File: config.mk
export PLATFORM = sky130hd
export DESIGN_NAME = ex_div_stage
export DESIGN_NICKNAME = d
export VERILOG_FILES = /design/src/rtl/ex_div_stage.sv
export SDC_FILE = /design/constraint.sdc
export NUM_CORES = 1
export LEC_CHECK = 0
export ABC_AREA = 1
export ABC_CLOCK_PERIOD_IN_PS = 4100
export CAP_MARGIN = 0
export CORE_MARGIN = 3
export CORE_UTILIZATION = 56
export CTS_CLUSTER_DIAMETER = 40
export DETAILED_ROUTE_END_ITERATION = 7
export PLACE_DENSITY = 0.89
export SLEW_MARGIN = 5
export SYNTH_ARGS = -nofsm -noshare
export SYNTH_HDL_FRONTEND = slang
export SYNTH_SLANG_ARGS = --single-unit
File: constraint.sdc
create_clock -name clk_i -period 4.1 [get_ports clk_i]
set_clock_uncertainty 0.05 [all_clocks]
set_input_delay 1.025 -clock clk_i [delete_from_list [all_inputs] [get_ports clk_i]]
set_output_delay 1.025 -clock clk_i [all_outputs]
set_load 0.05 [all_outputs]
File: src/rtl/ex_div_stage.sv
// EX stage: registers pass-through ALU results and runs a 32-cycle radix-2
// restoring divider for DIV/DIVU/MOD/MODU, with valid/allow handshakes on both sides.
module ex_div_stage #(
    parameter int DIV_ITERS = 32
) (
    input  logic        clk_i,
    input  logic        rst_n_i,
    input  logic        ctl_id_over_i,
    output logic        ctl_ex_allow_in_o,
    input  logic [31:0] id_pc_i,
    input  logic [31:0] id_alu_res_i,
    input  logic [31:0] id_src1_i,
    input  logic [31:0] id_src2_i,
    input  logic        id_is_div_i,
    input  logic [1:0]  id_div_op_i,
    input  logic [4:0]  id_rd_i,
    input  logic        id_rf_we_i,
    input  logic        ctl_mem_allow_in_i,
    output logic        ctl_ex_over_o,
    output logic [31:0] ex_pc_o,
    output logic [31:0] ex_result_o,
    output logic [4:0]  ex_rd_o,
    output logic        ex_rf_we_o,
    output logic        ex_busy_o
);

    typedef enum logic [1:0] {IDLE, CALC, DONE} state_t;

    localparam logic [5:0] LAST_ITER = 6'(DIV_ITERS - 1);

    state_t      state_q, state_d;
    logic [5:0]  cnt_q, cnt_d;
    logic [31:0] rem_q, rem_d;
    logic [31:0] quo_q, quo_d;
    logic [31:0] dsr_q, dsr_d;
    logic        q_neg_q, q_neg_d;
    logic        r_neg_q, r_neg_d;
    logic        is_mod_q, is_mod_d;
    logic [31:0] pc_q, pc_d;
    logic [31:0] res_q, res_d;
    logic [4:0]  rd_q, rd_d;
    logic        we_q, we_d;

    logic        accept;
    logic        is_signed, sgn1, sgn2;
    logic [31:0] mag1, mag2;
    logic [32:0] rem_sh;
    logic        fits;
    logic [31:0] rem_step, quo_step, fin_val;

    assign ctl_ex_allow_in_o = (state_q == IDLE) || ((state_q == DONE) && ctl_mem_allow_in_i);
    assign accept            = ctl_id_over_i && ctl_ex_allow_in_o;
    assign ctl_ex_over_o     = (state_q == DONE);
    assign ex_busy_o         = (state_q == CALC);
    assign ex_pc_o           = pc_q;
    assign ex_result_o       = res_q;
    assign ex_rd_o           = rd_q;
    assign ex_rf_we_o        = we_q;

    // Operand magnitudes: the divider core only ever sees unsigned values.
    always_comb begin
        is_signed = !id_div_op_i[0];
        sgn1      = is_signed && id_src1_i[31];
        sgn2      = is_signed && id_src2_i[31];
        mag1      = sgn1 ? -id_src1_i : id_src1_i;
        mag2      = sgn2 ? -id_src2_i : id_src2_i;
    end

    // One restoring step; the shifted remainder needs 33 bits before the trial subtract.
    always_comb begin
        rem_sh   = {rem_q, quo_q[31]};
        fits     = (rem_sh >= {1'b0, dsr_q});
        rem_step = fits ? 32'(rem_sh - {1'b0, dsr_q}) : rem_sh[31:0];
        quo_step = {quo_q[30:0], fits};
        if (is_mod_q) begin
            fin_val = r_neg_q ? -rem_step : rem_step;
        end else begin
            fin_val = q_neg_q ? -quo_step : quo_step;
        end
    end

    always_comb begin
        state_d  = state_q;
        cnt_d    = cnt_q;
        rem_d    = rem_q;
        quo_d    = quo_q;
        dsr_d    = dsr_q;
        q_neg_d  = q_neg_q;
        r_neg_d  = r_neg_q;
        is_mod_d = is_mod_q;
        pc_d     = pc_q;
        res_d    = res_q;
        rd_d     = rd_q;
        we_d     = we_q;

        case (state_q)
            CALC: begin
                rem_d = rem_step;
                quo_d = quo_step;
                cnt_d = cnt_q + 6'd1;
                if (cnt_q == LAST_ITER) begin
                    res_d   = fin_val;
                    state_d = DONE;
                end
            end
            DONE: begin
                if (ctl_mem_allow_in_i) begin
                    state_d = IDLE;
                end
            end
            default: ;
        endcase

        // A same-edge accept from DONE overrides the drop back to IDLE.
        if (accept) begin
            pc_d = id_pc_i;
            rd_d = id_rd_i;
            we_d = id_rf_we_i;
            if (!id_is_div_i) begin
                res_d   = id_alu_res_i;
                state_d = DONE;
            end else if (id_src2_i == 32'd0) begin
                res_d   = id_div_op_i[1] ? id_src1_i : 32'hFFFF_FFFF;
                state_d = DONE;
            end else begin
                rem_d    = 32'd0;
                quo_d    = mag1;
                dsr_d    = mag2;
                q_neg_d  = sgn1 ^ sgn2;
                r_neg_d  = sgn1;
                is_mod_d = id_div_op_i[1];
                cnt_d    = 6'd0;
                state_d  = CALC;
            end
        end
    end

    always_ff @(posedge clk_i or negedge rst_n_i) begin
        if (!rst_n_i) begin
            state_q  <= IDLE;
            cnt_q    <= 6'd0;
            rem_q    <= 32'd0;
            quo_q    <= 32'd0;
            dsr_q    <= 32'd0;
            q_neg_q  <= 1'b0;
            r_neg_q  <= 1'b0;
            is_mod_q <= 1'b0;
            pc_q     <= 32'd0;
            res_q    <= 32'd0;
            rd_q     <= 5'd0;
            we_q     <= 1'b0;
        end else begin
            state_q  <= state_d;
            cnt_q    <= cnt_d;
            rem_q    <= rem_d;
            quo_q    <= quo_d;
            dsr_q    <= dsr_d;
            q_neg_q  <= q_neg_d;
            r_neg_q  <= r_neg_d;
            is_mod_q <= is_mod_d;
            pc_q     <= pc_d;
            res_q    <= res_d;
            rd_q     <= rd_d;
            we_q     <= we_d;
        end
    end

endmodule

==> results.json, run 1 <==
{
  "status": "finished, final reports clean",
  "timing.slew.headroom": 0.2800,
  "endpoint": "ex_result_o[29]",
  "die_height_um": 167.8,
  "tightest_slew_ps": 1080,
  "path_clk_slew_ps": 80,
  "finalHoldViolCount": 0,
  "crit_slowest_cell": "fa_1",
  "power_mw": 4.300,
  "synth-seq-cells": 177,
  "ys_types": 49,
  "slowest_delay_ps": 500,
  "cts_buffers": 17,
  "crit_path_start_kind": "flip-flop",
  "clock_path_buffers": 2,
  "postSynth.asyncResetShare": 1.000,
  "slew_violations": 0,
  "setup_tns_ps": 0,
  "leakagePower_nw": 9.180,
  "drive_gt1_frac": 0.05623,
  "antenna_found_initial": 0,
  "track_usage": 0.3646,
  "synth_area_leaders": "dfrtp_1, nand2_1, inv_1, o21ai_0, nand3_1",
  "ctsHoldBuffers": 0,
  "highest_layer": "met4",
  "synthDominantCellAreaShare": 0.3020,
  "reg2reg_depth": 21,
  "vias": 16450,
  "fin_crit_ps": 3787,
  "yosys_most_used_dff": "dfrtp_1",
  "ant_nets": 0,
  "hp-class": "primary input to asynchronous set/reset pin",
  "h-tree-depth": 4,
  "die_w_um": 167.8,
  "cp.required_ps": 4390,
  "fin_crit_sh": 0.9237,
  "cpMostUsedCell": "nand2_1",
  "met1Wirelength_um": 21710,
  "path_class": "flip-flop to flip-flop",
  "critPathBufInv": 2,
  "layout.nets": 2713,
  "viasPerCell": 5.724,
  "post_drt_wl_per_cell_um": 18.40,
  "critical_path_peak_fanout": 5,
  "synth.most_common_cell": "nand2_1",
  "cap_violations": 0,
  "post_cts.repair.setup_buffers": 0,
  "arrival_ps": 4080,
  "route.detailed.drc": 0,
  "crit_family": "simple AND/OR/NAND/NOR gates",
  "worst-r2r-setup-slack_ps": 310,
  "core_mm2": 0.02547,
  "power.density_mw_per_mm2": 241.9,
  "cts.sink_count": 177,
  "cp-end-kind": "flip-flop",
  "antenna_cells": 0,
  "dr.pass1.iters": 6,
  "netlist_instances": 2355,
  "first_global_vias": 15530,
  "initial_core_util": 0.5758,
  "r2r_start": "quo_q[31]",
  "netlist_area_mm2": 0.01467,
  "avgSynthCellArea_um2": 6.228,
  "drt_iter0_drc": 1967,
  "overflow": 0,
  "dieArea_mm2": 0.02817,
  "wl_met3_um": 5467,
  "numPortBuffers": 213,
  "drt-total-wl_um": 52870,
  "crit_chain": "inv_1 > ha_1 > inv_1 > fa_1 > nand2_1 > nand3_1 > nand2_1 > nand2_1 > xor2_1 > nand2_1 > nand2_1 > nor2_1 > nand2_1 > nor2_1 > nand3_1 > nand2_1 > nand3_1 > nand3_1 > nand2_1 > nand2_1 > nand2_1",
  "cts_tree": "built",
  "dr_wl_met2_um": 24030,
  "worstSetupStartpoint": "quo_q[31]",
  "grt_first_pass_wirelength_um": 82210,
  "setup_viol": 0,
  "gp_congestion": 1.019,
  "root_buffer": "clkbuf_16",
  "yosysTopAreaCell": "dfrtp_1",
  "clk_latency_ps": 450,
  "synth-edff-count": 0,
  "synthTopCellsByCount": "nand2_1, inv_1, o21ai_0, nor2_1, dfrtp_1",
  "syn2layout_area_growth_pct": 21.19,
  "grt_max_degree": 107,
  "syn_nets": 2538,
  "yosysWarnings": 0,
  "rsz0062_at_grt": "false",
  "ios": 214,
  "hpwl_um": 40850,
  "reg2reg_to": "ex_result_o[29]",
  "core.rowCount": 58,
  "critical_path_depth": 21,
  "peakVddDrop_mv": 0.2311,
  "fmax_mhz": 264.0,
  "ys_seq_area_frac": 0.3020
}
## power breakdown
group / switching [mW] / total (mW) / internal, mW / leakage [nW]
Sequential: 0.0378 / 1.83 / 1.79 / 2.22
Combinational: 0.468 / 0.772 / 0.304 / 6.69
Clock: 0.835 / 1.70 / 0.863 / 0.269
Total: 1.34 / 4.30 / 2.96 / 9.18
## metal layers
metal  track usage  vias to the layer above
li1              -                     7823
met1        0.4975                     7583
met2        0.5815                      932
met3       0.08030                      108
met4        0.1156                        0
met5             0                        -
## how the worst min path moves through the flow
stage	from	end	slack, ps	depth (start not counted)
after floorplan	dsr_q[11]	dsr_q[11]	400	2
after CTS	rst_n_i	ex_result_o[27]	400	1
final	rst_n_i	ex_result_o[20]	390	1
after global placement	ex_pc_o[30]	ex_pc_o[30]	410	2
after detailed placement	ex_pc_o[22]	ex_pc_o[22]	410	2
after global routing	rst_n_i	ex_result_o[23]	400	1
## cell families after synthesis
group,Yosys count,synth area share
adders and majority gates,42,0.03634
and+or+nand+nor,1246,0.3548
buffers and inverters,427,0.1119
xor gates and xnor gates,76,0.04538
AOI/OAI and AO/OA,387,0.1495
DFF,177,0.3020
## registers in the layout (all words and copies together), names as in the netlist
name,flops
is_mod_q,1
dsr_q,32
state_q,2
ex_rf_we_o,1
quo_q,32
q_neg_q,1
cnt_q,6
ex_rd_o,5
rem_q,32
ex_pc_o,32
ex_result_o,32
r_neg_q,1
## cells in the final DEF, fill, tap and decap left out, types with 3 or more instances in the layout
master           count
nor3_1              35
nand3_1            147
ha_1                37
a21oi_1             64
clkinvlp_4           4
o211ai_1            52
xor2_1              54
o21ai_1              8
nor2_2              19
nand3b_1             5
or2_2                9
o21ai_2              3
o21ai_0            212
clkdlybuf4s50_1    211
inv_1              322
ha_2                 3
inv_6                4
nand2_1            789
nor4_1               6
buf_4               32
dfrtp_1            177
nor2_1             176
nand2_2             16
clkbuf_16           17
buf_12               5
a21oi_2              3
inv_8                4
inv_2               10
nor2_4               4
a31oi_1             10
xnor2_1             22
nand4_1             24
o31ai_1              4
o21a_1              20
and2_1               5
## area by class of cell
| class | instances | area [µm²] |
|---|---|---|
| multi-input cells | 1751 | 8642 |
| fillers | 2181 | 7697 |
| flip-flops and latches | 177 | 4429 |
| repair buffers | 249 | 2464 |
| inverters | 334 | 1254 |
| clock buffers | 19 | 432.9 |
| well taps | 330 | 412.9 |
| clock inverters | 13 | 140.1 |
## what timing repair did
item	CTS	global route
hold endpoints to repair	0	0
setup endpoints to repair	0	3
gates resized for setup	0	7
## stage by stage
step	setup WS (ps)	util	cells	cell area, µm²	hold slack, ps
floorplan	736.4	-	2355	14670	403.0
global placement	30.41	0.6746	2841	17180	412.7
detailed placement	-8.092	0.6746	2841	17180	414.0
CTS	258.0	0.6971	2873	17760	399.7
global route	8.625	0.6978	2873	17770	404.1
finish	312.8	0.6978	2873	17770	388.3
(Power assumes the default switching activity.)
==> run 2: changes to the inputs <==
Settings changed: CELL_PAD_IN_SITES_DETAIL_PLACEMENT set to 0, CELL_PAD_IN_SITES_GLOBAL_PLACEMENT set to 1, CORE_UTILIZATION 56 to 39.
==> run 2 against run 1 <==
Global-route usage fell by 9.2 points. Sequential share of layout area fell by 0.45 points. Clock power rose by 6%. Non-clock buffer count rose by 16. Via count fell by 3.5%. Die area rose by 42%. Critical path depth rose by 2. Cell count rose by 6.6%. Combinational power barely moved. Count of clock-buffer cells in the layout rose by 1. First-iteration DRC count fell by 33%. Sequential cell count did not move.
==> results.json, run 2 (synthesis results as in run 1) <==
{
  "ctsHoldBuffers": 0,
  "ctsResizeCount": 0,
  "antenna_cells": 0,
  "status": "finished, final reports clean",
  "peakVddDrop_mv": 0.2955,
  "layout.nets": 2729,
  "drive_gt1_frac": 0.06135,
  "crit_chain": "ha_1 > nand2_1 > nor2_2 > nand3_1 > nor2_1 > nand2_1 > nand2_2 > nor2_4 > nand2_8 > buf_4 > buf_6 > o21ai_1 > nor2_1 > nand2_1 > nor2_1 > nand3_1 > nand2_1 > nand2_1 > nand2_1 > nand3_1 > nand2_1 > nand2_1 > nand2_1",
  "fin_util": 0.4909,
  "slowest_delay_ps": 470,
  "tightest_slew_ps": 1067,
  "power.density_mw_per_mm2": 243.3,
  "core_mm2": 0.03687,
  "overflow": 0,
  "track_usage": 0.2729,
  "root_buffer": "clkbuf_16",
  "die_w_um": 199.9,
  "antenna_found_initial": 0,
  "leakagePower_nw": 9.271,
  "critical_path_peak_fanout": 30,
  "layout_common_cells": "nand2_1, inv_1, o21ai_0, clkdlybuf4s50_1, dfrtp_1",
  "numPortBuffers": 213,
  "dr.pass1.iters": 5,
  "cp.required_ps": 4460,
  "cts_buffers": 17,
  "fmax_mhz": 260.9,
  "clk_latency_ps": 470,
  "h-tree-depth": 4,
  "route.detailed.drc": 0,
  "gp_congestion": 0.9631,
  "fin_crit_sh": 0.9347,
  "path_clk_slew_ps": 80,
  "post_drt_wl_per_cell_um": 17.68,
  "drt_iter0_drc": 1326,
  "die_height_um": 199.9,
  "setup_viol": 0,
  "ant_nets": 0,
  "slew_violations": 0,
  "cpMostUsedCell": "nand2_1",
  "vias": 15860,
  "cp-end-kind": "flip-flop",
  "rsz0062_at_grt": "false",
  "cts.sink_count": 177,
  "hpwl_um": 42820,
  "initial_core_util": 0.3978,
  "timing.slew.headroom": 0.2890,
  "syn2layout_area_growth_pct": 23.42,
  "path_class": "flip-flop to flip-flop",
  "viasPerCell": 5.179,
  "crit_path_start_kind": "flip-flop",
  "setup_tns_ps": 0,
  "cts_tree": "built",
  "ios": 214,
  "core.rowCount": 70,
  "fin_crit_ps": 3832,
  "drt-total-wl_um": 54150,
  "crit_slowest_cell": "dfrtp_1",
  "hp-class": "flip-flop to flip-flop",
  "grt_max_degree": 103,
  "grt_first_pass_wirelength_um": 85840,
  "layout_commonest_cell": "nand2_1",
  "arrival_ps": 4190,
  "power_mw": 4.404,
  "finalHoldViolCount": 0,
  "clock_path_buffers": 2,
  "dieArea_mm2": 0.03997,
  "cap_violations": 0,
  "first_global_vias": 15590,
  "post_cts.repair.setup_buffers": 0
}
## run 2: worst paths after layout
| check | startpoint | endpoint | slack (ps) | cells after the start |
|---|---|---|---|---|
| worst max-delay path | rem_q[0] | ex_result_o[29] | 270 | 23 |
| worst min-delay path | ex_pc_o[22] | ex_pc_o[22] | 430 | 2 |
| worst max register to register | rem_q[0] | ex_result_o[29] | 270 | 23 |
| worst min register to register | ex_pc_o[22] | ex_pc_o[22] | 430 | 2 |
| max in group asynchronous | rst_n_i | dsr_q[19] | 2570 | 2 |
| min in group asynchronous | rst_n_i | rem_q[23] | 560 | 1 |
## run 2: metal layers
metal | routed length [µm] | global-route usage | share of wire | vias to the layer above
met5 | 0 | 0 | 0 | -
met4 | 848 | 0.06410 | 0.016 | 0
met3 | 3721 | 0.05018 | 0.069 | 45
met2 | 24290 | 0.4316 | 0.45 | 537
met1 | 25280 | 0.3897 | 0.47 | 7427
li1 | - | - | - | 7854
## run 2: cell type report
type / instances / area, µm²
Clock buffer: 20 / 456.7
Clock inverter: 12 / 157.7
Fill cell: 3828 / 18770
Inverter: 334 / 1254
Multi-Input combinational cell: 1751 / 8633
Sequential cell: 177 / 4429
Tap cell: 504 / 630.6
Timing Repair Buffer: 265 / 2540
## run 2: metrics by stage
stage | instances | worst slack, ps | cell area (µm²) | hold WS [ps]
floorplan | 2355 | 736.4 | 14670 | 403.0
global placement | 3031 | 41.25 | 17470 | 413.0
detailed placement | 3031 | 17.27 | 17470 | 414.6
CTS | 3063 | 154.8 | 18090 | 439.3
global route | 3063 | 0.2824 | 18100 | 454.5
finish | 3063 | 267.7 | 18100 | 434.0
## run 2: report_power, final
group          internal [mW]  switching (mW)  total, mW
sequential              1.79          0.0370       1.83
clock                  0.962           0.845       1.81
combinational          0.306           0.463      0.769
total                   3.06            1.34       4.40
## run 2: critical path: cells and delay by family, from the launching register on
family	cells	cell delay, ps
DFF	1	470
buffers and inverters	2	480
and+or+nand+nor	19	2220
adders and majority gates	1	360
AOI/OAI and AO/OA	1	160
